`config.mk`:
```
export PLATFORM = sky130hd
export DESIGN_NAME = hilo_unit
export DESIGN_NICKNAME = d
export VERILOG_FILES = /design/src/rtl/hilo_unit.sv
export SDC_FILE = /design/constraint.sdc
export NUM_CORES = 1
export LEC_CHECK = 0
export ABC_CLOCK_PERIOD_IN_PS = 2160
export BUFFER_PORTS_ARGS = -buffer_cell sky130_fd_sc_hd__buf_2
export CAP_MARGIN = 10
export CORE_ASPECT_RATIO = 0.5
export CORE_MARGIN = 2
export CORE_UTILIZATION = 40
export CTS_CLUSTER_DIAMETER = 200
export DETAILED_ROUTE_END_ITERATION = 8
export GPL_TIMING_DRIVEN = 0
export PLACE_DENSITY = 0.66
export SLEW_MARGIN = 15
export SYNTH_ARGS = -nofsm -noshare
export SYNTH_HDL_FRONTEND = slang
export SYNTH_SLANG_ARGS = --single-unit
export TNS_END_PERCENT = 5
```
`constraint.sdc`:
```
create_clock -name clk_i -period 2.16 [get_ports clk_i]
set_clock_uncertainty 0.05 [all_clocks]
set_input_delay 0.324 -clock clk_i [delete_from_list [all_inputs] [get_ports clk_i]]
set_output_delay 0.324 -clock clk_i [all_outputs]
set_load 0.02 [all_outputs]
```
`src/rtl/hilo_unit.sv`:
```
// HI/LO register pair and sequencer for the iterative divider/multiplier.
// Optional WAIT watchdog is enabled by defining HILO_TIMEOUT_EN.
module hilo_unit #(
  parameter logic [31:0] TIMEOUT = 32'd64
) (
  input  logic        clk_i,
  input  logic        rst_ni,
  input  logic        start_i,
  input  logic [1:0]  op_i,
  input  logic [31:0] wr_data_i,
  input  logic [31:0] div_hi_i,
  input  logic [31:0] div_lo_i,
  input  logic        div_done_i,
  input  logic        div0_i,
  input  logic [31:0] mult_hi_i,
  input  logic [31:0] mult_lo_i,
  input  logic        mult_done_i,
  output logic        div_clr_o,
  output logic        div_ctrl_o,
  output logic        mult_ctrl_o,
  output logic        busy_o,
  output logic        done_o,
  output logic        div0_exc_o,
  output logic [31:0] hi_o,
  output logic [31:0] lo_o,
  output logic [2:0]  state_o
);

  localparam logic [1:0] OP_DIV  = 2'b00;
  localparam logic [1:0] OP_MULT = 2'b01;
  localparam logic [1:0] OP_MTHI = 2'b10;
  localparam logic [1:0] OP_MTLO = 2'b11;

  typedef enum logic [2:0] {
    S_IDLE   = 3'd0,
    S_CLR    = 3'd1,
    S_LAUNCH = 3'd2,
    S_WAIT   = 3'd3,
    S_WRITE  = 3'd4
  } state_e;

  state_e      state_q, state_d;
  logic [1:0]  op_q;
  logic [31:0] res_hi_q, res_lo_q;
  logic [31:0] hi_q, lo_q;
  logic        skip_q;
  logic        div0_exc_q;
  logic        mt_done_q;
  logic        capture;
  logic        abort;
  logic        accept;

  assign accept = (state_q == S_IDLE) && start_i;

`ifdef HILO_TIMEOUT_EN
  logic [31:0] wd_q;
  logic        wd_expired;
  // wd_q holds the number of WAIT cycles already completed.
  assign wd_expired = (wd_q == TIMEOUT - 32'd1);
`else
  logic        wd_expired;
  logic        unused_timeout;
  assign wd_expired     = 1'b0;
  assign unused_timeout = ^TIMEOUT;
`endif

  always_comb begin
    state_d = state_q;
    capture = 1'b0;
    abort   = 1'b0;
    case (state_q)
      S_IDLE: begin
        if (start_i && op_i == OP_DIV)       state_d = S_CLR;
        else if (start_i && op_i == OP_MULT) state_d = S_LAUNCH;
      end
      S_CLR:    state_d = S_LAUNCH;
      S_LAUNCH: state_d = S_WAIT;
      S_WAIT: begin
        // Only the launched unit's completion counts; Div0 beats DivDone.
        if (op_q == OP_DIV) begin
          if (div0_i)          abort   = 1'b1;
          else if (div_done_i) capture = 1'b1;
        end else if (mult_done_i) begin
          capture = 1'b1;
        end
        if (!capture && !abort && wd_expired) abort = 1'b1;
        if (capture || abort) state_d = S_WRITE;
      end
      S_WRITE:  state_d = S_IDLE;
      default:  state_d = S_IDLE;
    endcase
  end

  always_ff @(posedge clk_i or negedge rst_ni) begin
    if (!rst_ni) begin
      state_q    <= S_IDLE;
      op_q       <= OP_DIV;
      res_hi_q   <= 32'd0;
      res_lo_q   <= 32'd0;
      hi_q       <= 32'd0;
      lo_q       <= 32'd0;
      skip_q     <= 1'b0;
      div0_exc_q <= 1'b0;
      mt_done_q  <= 1'b0;
    end else begin
      state_q   <= state_d;
      mt_done_q <= accept && op_i[1];
      if (accept) begin
        op_q       <= op_i;
        div0_exc_q <= 1'b0;
        if (op_i == OP_MTHI) hi_q <= wr_data_i;
        if (op_i == OP_MTLO) lo_q <= wr_data_i;
      end
      if (capture) begin
        res_hi_q <= (op_q == OP_DIV) ? div_hi_i : mult_hi_i;
        res_lo_q <= (op_q == OP_DIV) ? div_lo_i : mult_lo_i;
        skip_q   <= 1'b0;
      end
      if (abort) begin
        div0_exc_q <= 1'b1;
        skip_q     <= 1'b1;
      end
      if (state_q == S_WRITE && !skip_q) begin
        hi_q <= res_hi_q;
        lo_q <= res_lo_q;
      end
    end
  end

`ifdef HILO_TIMEOUT_EN
  always_ff @(posedge clk_i or negedge rst_ni) begin
    if (!rst_ni)                                        wd_q <= 32'd0;
    else if (state_q == S_WAIT && state_d == S_WAIT)    wd_q <= wd_q + 32'd1;
    else                                                wd_q <= 32'd0;
  end
`endif

  assign div_clr_o   = (state_q == S_CLR);
  assign div_ctrl_o  = (state_q == S_LAUNCH) && (op_q == OP_DIV);
  assign mult_ctrl_o = (state_q == S_LAUNCH) && (op_q == OP_MULT);
  assign busy_o      = (state_q != S_IDLE);
  assign done_o      = (state_q == S_WRITE) || mt_done_q;
  assign div0_exc_o  = div0_exc_q;
  assign hi_o        = hi_q;
  assign lo_o        = lo_q;
  assign state_o     = state_q;

endmodule
```
### After elaboration in Yosys (flattened, before gate mapping)

Cells that the tools add are included.

* equal/unequal tests: 10
* muxes and demuxes: 26
* reductions and logical operators: 22

Operator list (number)
* 32-bit 2-to-1 mux: 8
* 1-bit 2-to-1 mux: 14
* 3-bit one-hot mux with 4 select lines: 1
* 2-bit nonzero test: 5
* 3-bit 2-to-1 mux: 3
* 1-bit logical AND: 7
* 3-bit by 2-bit equality test with 1-bit output, second input constant: 2
* 2-bit AND reduction: 3
* 2-bit by 1-bit equality test with 1-bit output, second input constant: 2
* 2-bit equality test, second input constant: 2
* 2-bit zero test: 2
* 3-bit by 1-bit equality test with 1-bit output, second input constant: 1
* 3-bit equality test, second input constant: 1
* 3-bit zero test: 1
* 3-bit by 1-bit != test with 1-bit output, second input constant: 1
* 3-bit nonzero test: 1
* 1-bit logical OR: 2
* 2-bit != test, second input constant: 1
* 1-bit zero test: 1

* register bits after elaboration: 136
* bits of input ports: 168
* output and inout port bits: 73
* logic and storage cells: 67

### Depth between registers and ports, before layout

Gate-level depths: netlist (run 1).

* depth in word-level cells: 7
* depth in mapped cells: 6
* mapped depth without buffers: 3

### Worst setup path after synthesis (run 1)

Ideal clock, no wire load.

* path type: register to output
* from: register state_q[0] (netlist: state_o[0])
* to: output port mult_ctrl_o
* arrival: 1681 ps
* data required time: 1786 ps
* slack: 105 ps
* stages on the path, launching flop included: 4
* buffers on the path: 2
* cell sequence: dfrtp_1 clkbuf_1 clkbuf_1 nor4b_1

* longest elaborated chain between the ends: 2

Ends and longest elaborated chain
* from (decl): line 42 `state_e state_q, state_d;`
* from (signal assigned): line 106 `state_q <= state_d;`
* 3-bit by 2-bit equality test with 1-bit output: line 140 `assign mult_ctrl_o = (state_q == S_LAUNCH) && (op_q == OP_MULT);`
* 1-bit logical AND: line 140
* to (decl): line 20 `output logic mult_ctrl_o,`

No other way between the ends.

### Worst setup path in the final report (run 1)

* from: register op_q[0]
* to: output port div_ctrl_o

* longest elaborated chain between the ends: 2

Ends and longest elaborated chain
* from (decl): line 43 `logic [1:0] op_q;`
* from (signal assigned): line 109 `op_q <= op_i;`
* 2-bit zero test: line 139 `assign div_ctrl_o = (state_q == S_LAUNCH) && (op_q == OP_DIV);`
* 1-bit logical AND: line 139
* to (decl): line 19 `output logic div_ctrl_o,`

No other way between the ends.

==> results of run 1 <==
## where the power goes
| group | internal (mW) | switching, mW |
|---|---|---|
| registers | 3.86 | 0.796 |
| logic | 2.93 | 3.34 |
| clock network | 1.66 | 1.29 |
| total | 8.45 | 5.43 |
## routing by layer
| layer | vias to the layer above | global-route usage (%) | wire (um) |
|---|---|---|---|
| met2 | 196 | 34.9 | 9800 |
| li1 | 2850 | - | - |
| met4 | 0 | 7.98 | 464 |
| met1 | 2934 | 32.1 | 10100 |
| met5 | - | 0 | 0 |
| met3 | 29 | 5.34 | 1340 |
## flip-flops by register name, summed over array words and instances (netlist names)
register / count
hi_o: 32
lo_o: 32
res_hi_q: 32
res_lo_q: 32
state_o: 3
op_q: 2
div0_exc_o: 1
mt_done_q: 1
skip_q: 1
## metrics by stage
step                area (um^2)  instances  utilization, %  setup slack (ps)
floorplan                  7210        652               -               105
global placement           8710       1126            49.7             -1170
detailed placement         8750       1127            49.9             -72.4
CTS                        9420       1162            53.7              5.73
global route               9450       1163            53.9             -48.6
finish                     9450       1163            53.9              41.4
## timing repair
action / 4_1_cts / 5_1_grt
gates resized for setup: 13 / 11
hold buffers: 1 / 0
setup endpoints to repair: 47 / 106
pin swaps: 0 / 2
hold endpoints to repair: 39 / 0
setup buffers: 3 / 0
## cell type report
cell class	count	area, um^2	share of cell area, %
Antenna cell	1	2.50	0.0265
Buffer	59	373	3.94
Clock buffer	17	425	4.50
Clock inverter	15	181	1.92
Inverter	34	128	1.35
Multi-Input combinational cell	422	3380	35.7
Sequential cell	136	3400	36.0
Tap cell	234	293	3.10
Timing Repair Buffer	245	1270	13.4
## worst min-delay path: cells and delay by family
kind	cells	cell delay (ps)
and+or+nand+nor	1	50
buffers and inverters	2	200
## worst max path at each step
| stage | cells after the start | slack, ps | end |
|---|---|---|---|
| floorplan | 3 | 100 | mult_ctrl_o |
| global placement | 1 | -1170 | res_lo_q[19] |
| detailed placement | 5 | -70 | res_hi_q[17] |
| CTS | 6 | 6 | res_lo_q[31] |
| global route | 5 | -50 | lo_o[24] |
| finish | 5 | 40 | div_ctrl_o |
## layout by cell type (no fill, tap or decap), types with 17 or more instances in the layout
master	n
mux2_1	66
o211ai_1	34
buf_2	244
dfrtp_1	136
nor2_1	36
clkbuf_16	17
mux2_4	49
clkbuf_1	31
a21oi_1	30
o31a_1	29
o21ai_0	28
or4_1	31
inv_1	34
nand2_1	67
## cells by family after synthesis
kind of cell	count (synthesis)	synth area share, %
buf+inv	94	6.54
compound gates	136	12.5
mux	130	22.8
flops	136	47.2
simple gates	156	11.0
==> impl_metrics.tcl, run 1 <==
set metrics [dict create \
    fin_crit_ps 2120 \
    syn_inst 652 \
    syn_nets 820 \
    drv_slew 0 \
    clkLatencyLatePin_ps 410 \
    rows 34 \
    avgSynthCellArea_um2 11.1 \
    crit_path_start_kind "flip-flop" \
    end_kind "output port" \
    max-vdd-ir-drop_mv 0.727 \
    grt_max_degree 98 \
    cts_root_buf "clkbuf_16" \
    yosysUniqueCellTypes 40 \
    fmax_mhz 472 \
    leakage_nw 4.42 \
    synth_common_cells "136 x dfrtp_1, 67 x nand2_1, 66 x mux2_1, 49 x mux2_4, 40 x clkbuf_1" \
    cts.sinks 136 \
    synth_area_leaders "dfrtp_1 47%, mux2_1 10%, mux2_4 10%, o211ai_1 3.5%, o31a_1 3.5%" \
    finalHoldViolations 0 \
    rrSetupSlack_ps 90 \
    dp_hpwl_um 16500 \
    status "finished, final reports clean" \
    gp_congestion 0.847 \
    worst-setup-path-type "reg -> out" \
    crit_family "buffers and inverters" \
    htreeDepth 4 \
    reg2reg_depth 6 \
    grt_pass1_wl_um 33800 \
    async_flop_share_pct 100 \
    ys_ff_latch 136 \
    maxCapViolCount 0 \
    fp.dieH_um 99.0 \
    io_buffer_count 240 \
    fin_setup_tns_ps 0 \
    worstReg2RegEnd "res_lo_q[2]" \
    required_ps 1790 \
    io_pins 241 \
    dr_total_vias 6009 \
    yosysSeqAreaShare_pct 47.2 \
    drtIter0Drc 329 \
    reg2reg_from "op_q[1]" \
    coreArea_um2 17500 \
    initial_utilization_pct 41.2 \
    worst_pin_slew_ps 648 \
    routed_via_density 5.17 \
    grt_usage_pct 22.9 \
    worstPathCellList "or2_4 > buf_6 > buf_6 > nor3_2 > buf_2" \
    synthFlopType "dfrtp_1" \
    cp_slowest_cell "dfrtp_1" \
    cts_tree "built" \
    yosysTopAreaCell "dfrtp_1" \
    totalWireLength_um 21700 \
    final_antenna_net_count 0 \
    cts_buffer_depth 2 \
    drive_gt1_share_pct 40.1 \
    critPathBufInv 3 \
    grt_overflow_total 0 \
    path_max_fanout 10 \
    hold_start "op_i[1]" \
    yosysMostFrequentCell "dfrtp_1" \
    period_share_pct 98.1 \
    cpPeakStageDelay_ps 430 \
    hold_path.class "in -> reg" \
    synth_edf_count 0 \
    hold-worst-slack_ps 155 \
    p_total_mw 13.9 \
    finalSetupViolations 0 \
    clk_pin_slew_worst_paths_ps 60 \
    cp.arrival_ps 1740 \
    rsz0062_at_grt "yes" \
    hold_depth 3 \
    die_w_um 194 \
    numCtsBuffers 17 \
    synth_top_area_share_pct 47.2 \
    wl_per_cell_um 18.7 \
    drc 0 \
    grt_pass1_vias 6124 \
    power_density_nw_per_um2 1470 \
    nNetsFinal 1083 \
    dieArea_um2 19200 \
    path_common_cell "buf_6" \
    yosysWarnings 0 \
    drt_first_pass_iters 5 \
    areaGrowthSynthToFinish_pct 31.0 \
    antenna_found_initial 1 \
    fillCellCount 1593 \
    slew_headroom_pct 56.8 \
    syn_area_um2 7210 \
    cp-startpoint "op_q[0]" \
    hold-path-endpoint "mt_done_q" \
]
(Power assumes the default switching activity.)
==> run 2, diff against run 1 <==
- PLACE_DENSITY: 0.66 -> unset
- PLACE_DENSITY_LB_ADDON: unset -> 0.12
==> run 2 against run 1 <==
  * Combinational power shrank 2%
  * Sequential share of layout area shrank 0.19 points
  * First-iteration DRC count shrank 16%
  * Non-clock buffer count shrank 4
  * Cell count shrank 0.34%
  * Critical path depth is the same
  * Total power grew 2.4%
  * Worst setup slack gained 16 ps
  * Clock power grew 15%
  * Largest cell class unchanged
  * Highest routed layer unchanged
==> impl_metrics.tcl, run 2 (synthesis results as in run 1) <==
set metrics [dict create \
    cpPeakStageDelay_ps 600 \
    drtIter0Drc 278 \
    hold_path.class "in -> reg" \
    worst_pin_slew_ps 704 \
    worstReg2RegEnd "res_hi_q[26]" \
    drc 0 \
    totalWireLength_um 21900 \
    path_common_cell "buf_12" \
    fp.dieH_um 99.0 \
    fmax_mhz 476 \
    fillCellCount 1585 \
    cp_slowest_cell "or4b_1" \
    slew_headroom_pct 53.1 \
    gp_congestion 0.839 \
    htreeDepth 4 \
    final_cell_mix "247 x buf_2, 135 x dfrtp_1, 67 x nand2_1" \
    finalSetupViolations 0 \
    path_max_fanout 10 \
    fin_crit_ps 2100 \
    grt_overflow_total 0 \
    hold_start "op_i[1]" \
    place_inst 1127 \
    antenna_found_initial 1 \
    coreArea_um2 17500 \
    final.setup.worst_slack_ps 57.7 \
    final_common_cell "buf_2" \
    cp-startpoint "op_q[0]" \
    required_ps 2400 \
    wl_per_cell_um 18.9 \
    dp_hpwl_um 16700 \
    clk_pin_slew_worst_paths_ps 60 \
    cts.sinks 136 \
    grt_pass1_vias 5932 \
    finalHoldViolations 0 \
    crit_path_start_kind "flip-flop" \
    period_share_pct 97.3 \
    reg2reg_depth 5 \
    maxCapViolCount 0 \
    drt_first_pass_iters 4 \
    post-cts-setup-buffer-count 0 \
    dr_total_vias 5974 \
    cts_buffer_depth 2 \
    cp.arrival_ps 2350 \
    worst-path-stages 5 \
    instances_no_fill 1159 \
    areaGrowthSynthToFinish_pct 31.8 \
    endpoint "res_hi_q[26]" \
    hold_depth 3 \
    clkLatencyLatePin_ps 410 \
    die_w_um 194 \
    max-vdd-ir-drop_mv 0.625 \
    dieArea_um2 19200 \
    status "finished, final reports clean" \
    post-place-ws_ps -76.1 \
    cts_tree "built" \
    grt_usage_pct 23.1 \
    worstPathCellList "or4b_1 > a21oi_4 > buf_12 > buf_12 > mux2_4" \
    grt_pass1_wl_um 33900 \
    p_total_mw 14.2 \
    final_antenna_net_count 0 \
    io_pins 241 \
    routed_via_density 5.15 \
    cts_root_buf "clkbuf_16" \
    drv_slew 0 \
    end_kind "flip-flop" \
    rows 34 \
    critPathBufInv 2 \
    numCtsBuffers 17 \
    power_density_nw_per_um2 1500 \
    grt_max_degree 92 \
    io_buffer_count 240 \
    rrSetupSlack_ps 60 \
    drive_gt1_share_pct 40.5 \
    worst-setup-path-type "reg -> reg" \
    crit_family "simple AND/OR/NAND/NOR gates" \
    initial_utilization_pct 41.2 \
    leakage_nw 4.45 \
    reg2reg_from "op_q[0]" \
    rsz0062_at_grt "yes" \
    nNetsFinal 1079 \
]
[run 2: cell types whose count changed in the layout (fill, tap and decap cells not counted), sizes merged]
cell / change
bufinv: +5
clkbuf: -1
inv: -8
[run 2: cell type report]
| class | count | area [um^2] | area share (%) |
|---|---|---|---|
| antenna | 1 | 2.50 | 0.0263 |
| buffer | 58 | 369 | 3.88 |
| clock buffer | 20 | 467 | 4.91 |
| clock inverter | 12 | 220 | 2.32 |
| inverter | 34 | 128 | 1.34 |
| multi-input combinational | 422 | 3370 | 35.5 |
| sequential | 136 | 3400 | 35.8 |
| tap | 234 | 293 | 3.08 |
| timing repair buffer | 242 | 1250 | 13.2 |
[run 2: tightest hold or removal path, delay by kind of cell]
kind | cells | cell delay, ps
buffers and inverters | 2 | 200
and+or+nand+nor | 1 | 50
[run 2: report_power, final]
| part | switching, mW | total, mW | internal [mW] | leakage [nW] |
|---|---|---|---|---|
| combinational | 3.27 | 6.14 | 2.87 | 2.51 |
| clock | 1.15 | 3.40 | 2.26 | 0.336 |
| sequential | 0.810 | 4.68 | 3.87 | 1.61 |
[run 2: routing by layer]
layer	vias up	global-route usage, %	wire length (um)
met3	12	4.24	1080
li1	2856	-	-
met1	2939	35.7	11300
met5	-	0	0
met2	167	33.3	9360
met4	0	5.07	165
[run 2: repair_timing]
action | CTS | global route
hold buffers | 1 | 0
endpoints found under the hold margin | 45 | 0
setup endpoints to repair | 69 | 114
gates resized for setup | 8 | 33
pin swaps | 0 | 1
[run 2: how the worst min path moves through the flow]
stage | to | slack (ps)
final | mt_done_q | 150
after global routing | op_q[0] | 140
after CTS | mt_done_q | 130
after detailed placement | res_hi_q[18] | 200
after global placement | lo_o[24] | 440
after floorplan | div0_exc_o | -20
[run 2: stage by stage]
step / cell area, um^2 / util (%) / hold WS, ps / TNS, ps
floorplan: 7210 / - / -21.6 / 0
global placement: 8710 / 49.7 / 436 / -170300
detailed placement: 8750 / 49.9 / 196 / -1920
CTS: 9460 / 53.9 / 134 / -153
global route: 9510 / 54.2 / 141 / -8.42
finish: 9510 / 54.2 / 148 / 0
==> run 3, diff against run 2 <==
- PLACE_DENSITY: unset -> 0.66
- PLACE_DENSITY_LB_ADDON: 0.12 -> unset
- SKIP_CTS_REPAIR_TIMING: unset -> 1
==> run 3 against run 2 <==
  * Die area unchanged
  * Worst setup slack got worse by 10 ps
  * Count of clock-buffer cells in the layout decreased by 3
  * Clock power decreased by 13%
  * Sequential share of layout area increased by 0.34 points
  * Sequential power about the same
  * Hold slack got worse by 1.4 ps
  * Via count increased by 0.25%
  * Non-clock buffer count unchanged
==> impl_metrics.tcl, run 3 (synthesis results as in run 1) <==
set metrics [dict create \
    status "finished, final reports clean" \
    hold_path.class "in -> reg" \
    final_common_cell "buf_2" \
    final_antenna_net_count 0 \
    worstReg2RegEnd "res_lo_q[2]" \
    cts_buffer_depth 2 \
    io_buffer_count 240 \
    worst-setup-path-type "reg -> reg" \
    grt_pass1_vias 6081 \
    grt_pass1_wl_um 33600 \
    drv_slew 0 \
    dr_total_vias 5989 \
    required_ps 2400 \
    cp_slowest_cell "or4b_1" \
    area.sequential_um2 3400 \
    fillCellCount 1603 \
    fp.dieH_um 99.0 \
    hold-worst-slack_ps 147 \
    grt_usage_pct 22.7 \
    crit_family "simple AND/OR/NAND/NOR gates" \
    coreArea_um2 17500 \
    finalSetupViolations 0 \
    fin_area_um2 9410 \
    antenna_found_initial 1 \
    finalHoldViolations 0 \
    io_pins 241 \
    grt_overflow_total 0 \
    clk_pin_slew_worst_paths_ps 60 \
    power_density_nw_per_um2 1460 \
    totalWireLength_um 21500 \
    period_share_pct 97.8 \
    hold_depth 2 \
    max-vdd-ir-drop_mv 0.727 \
    numCtsBuffers 17 \
    nNetsFinal 1079 \
    cts_tree "built" \
    reg2reg_from "op_q[0]" \
    gp_congestion 0.847 \
    grt_max_degree 98 \
    multiInputGateArea_um2 3360 \
    hold-path-endpoint "op_q[1]" \
    reg2reg_depth 5 \
    drive_gt1_share_pct 39.7 \
    rows 34 \
    cp.arrival_ps 2360 \
    place_area_um2 8750 \
    place_inst 1127 \
    htreeDepth 4 \
    clkLatencyLatePin_ps 410 \
    dieArea_um2 19200 \
    maxCapViolCount 0 \
    rsz0062_at_grt "yes" \
    cts_root_buf "clkbuf_16" \
    end_kind "flip-flop" \
    path_max_fanout 10 \
    hold_start "op_i[1]" \
    final_cell_mix "245 x buf_2, 136 x dfrtp_1, 67 x nand2_1" \
    cts.sinks 136 \
    critPathBufInv 2 \
    cpPeakStageDelay_ps 600 \
    die_w_um 194 \
    crit_path_start_kind "flip-flop" \
    leakage_nw 4.40 \
    dp_hpwl_um 16500 \
    initial_utilization_pct 41.2 \
    fin_crit_ps 2110 \
    fmax_mhz 473 \
    rrSetupSlack_ps 50 \
    routed_via_density 5.17 \
    fin_setup_tns_ps 0 \
    worstPathCellList "or4b_1 > a21oi_4 > buf_12 > buf_12 > mux2_4" \
    path_common_cell "buf_12" \
    slew_headroom_pct 56.9 \
    areaGrowthSynthToFinish_pct 30.5 \
    worst_pin_slew_ps 646 \
    drtIter0Drc 353 \
    wl_per_cell_um 18.5 \
    drc 0 \
    instances_no_fill 1159 \
    drt_first_pass_iters 5 \
]
==> run 3: area by class of cell <==
type / count / area share (%)
flip-flops and latches: 136 / 36.2
well taps: 234 / 3.11
plain buffers: 58 / 3.87
clock inverters: 15 / 1.93
inverters: 34 / 1.36
repair buffers: 242 / 13.3
clock buffers: 17 / 4.52
multi-input cells: 422 / 35.7
diodes: 1 / 0.0266
==> run 3: where the power goes <==
| part | internal, mW | total (mW) | switching (mW) |
|---|---|---|---|
| Clock | 1.66 | 2.96 | 1.29 |
| Combinational | 2.87 | 6.16 | 3.29 |
| Sequential | 3.86 | 4.67 | 0.807 |
| Total | 8.40 | 13.8 | 5.39 |
==> run 3: metal layers <==
| metal | part of all wire, % | track usage (%) |
|---|---|---|
| met1 | 47 | 32.0 |
| met2 | 45 | 34.8 |
| met3 | 6.1 | 5.20 |
| met4 | 2.2 | 7.34 |
| met5 | 0 | 0 |
==> run 3: per-stage QoR <==
stage | setup slack [ps] | power, mW | util, %
floorplan | 105 | 8.80 | -
global placement | -1170 | 10.6 | 49.7
detailed placement | -72.4 | 10.8 | 49.9
CTS | -295 | 13.8 | 53.4
global route | -6.24 | 14.6 | 53.7
finish | 47.5 | 13.8 | 53.7
==> run 3: worst max-delay path by stage <==
stage	slack [ps]	endpoint	from	depth (start not counted)
6_report	50	res_lo_q[2]	op_q[0]	5
5_1_grt	-6	lo_o[19]	state_o[1]	5
4_1_cts	-300	div_ctrl_o	op_q[0]	6
3_5_place_dp	-70	res_hi_q[17]	op_q[0]	5
3_3_place_gp	-1170	res_lo_q[19]	rst_ni	1
2_1_floorplan	100	mult_ctrl_o	state_o[0]	3
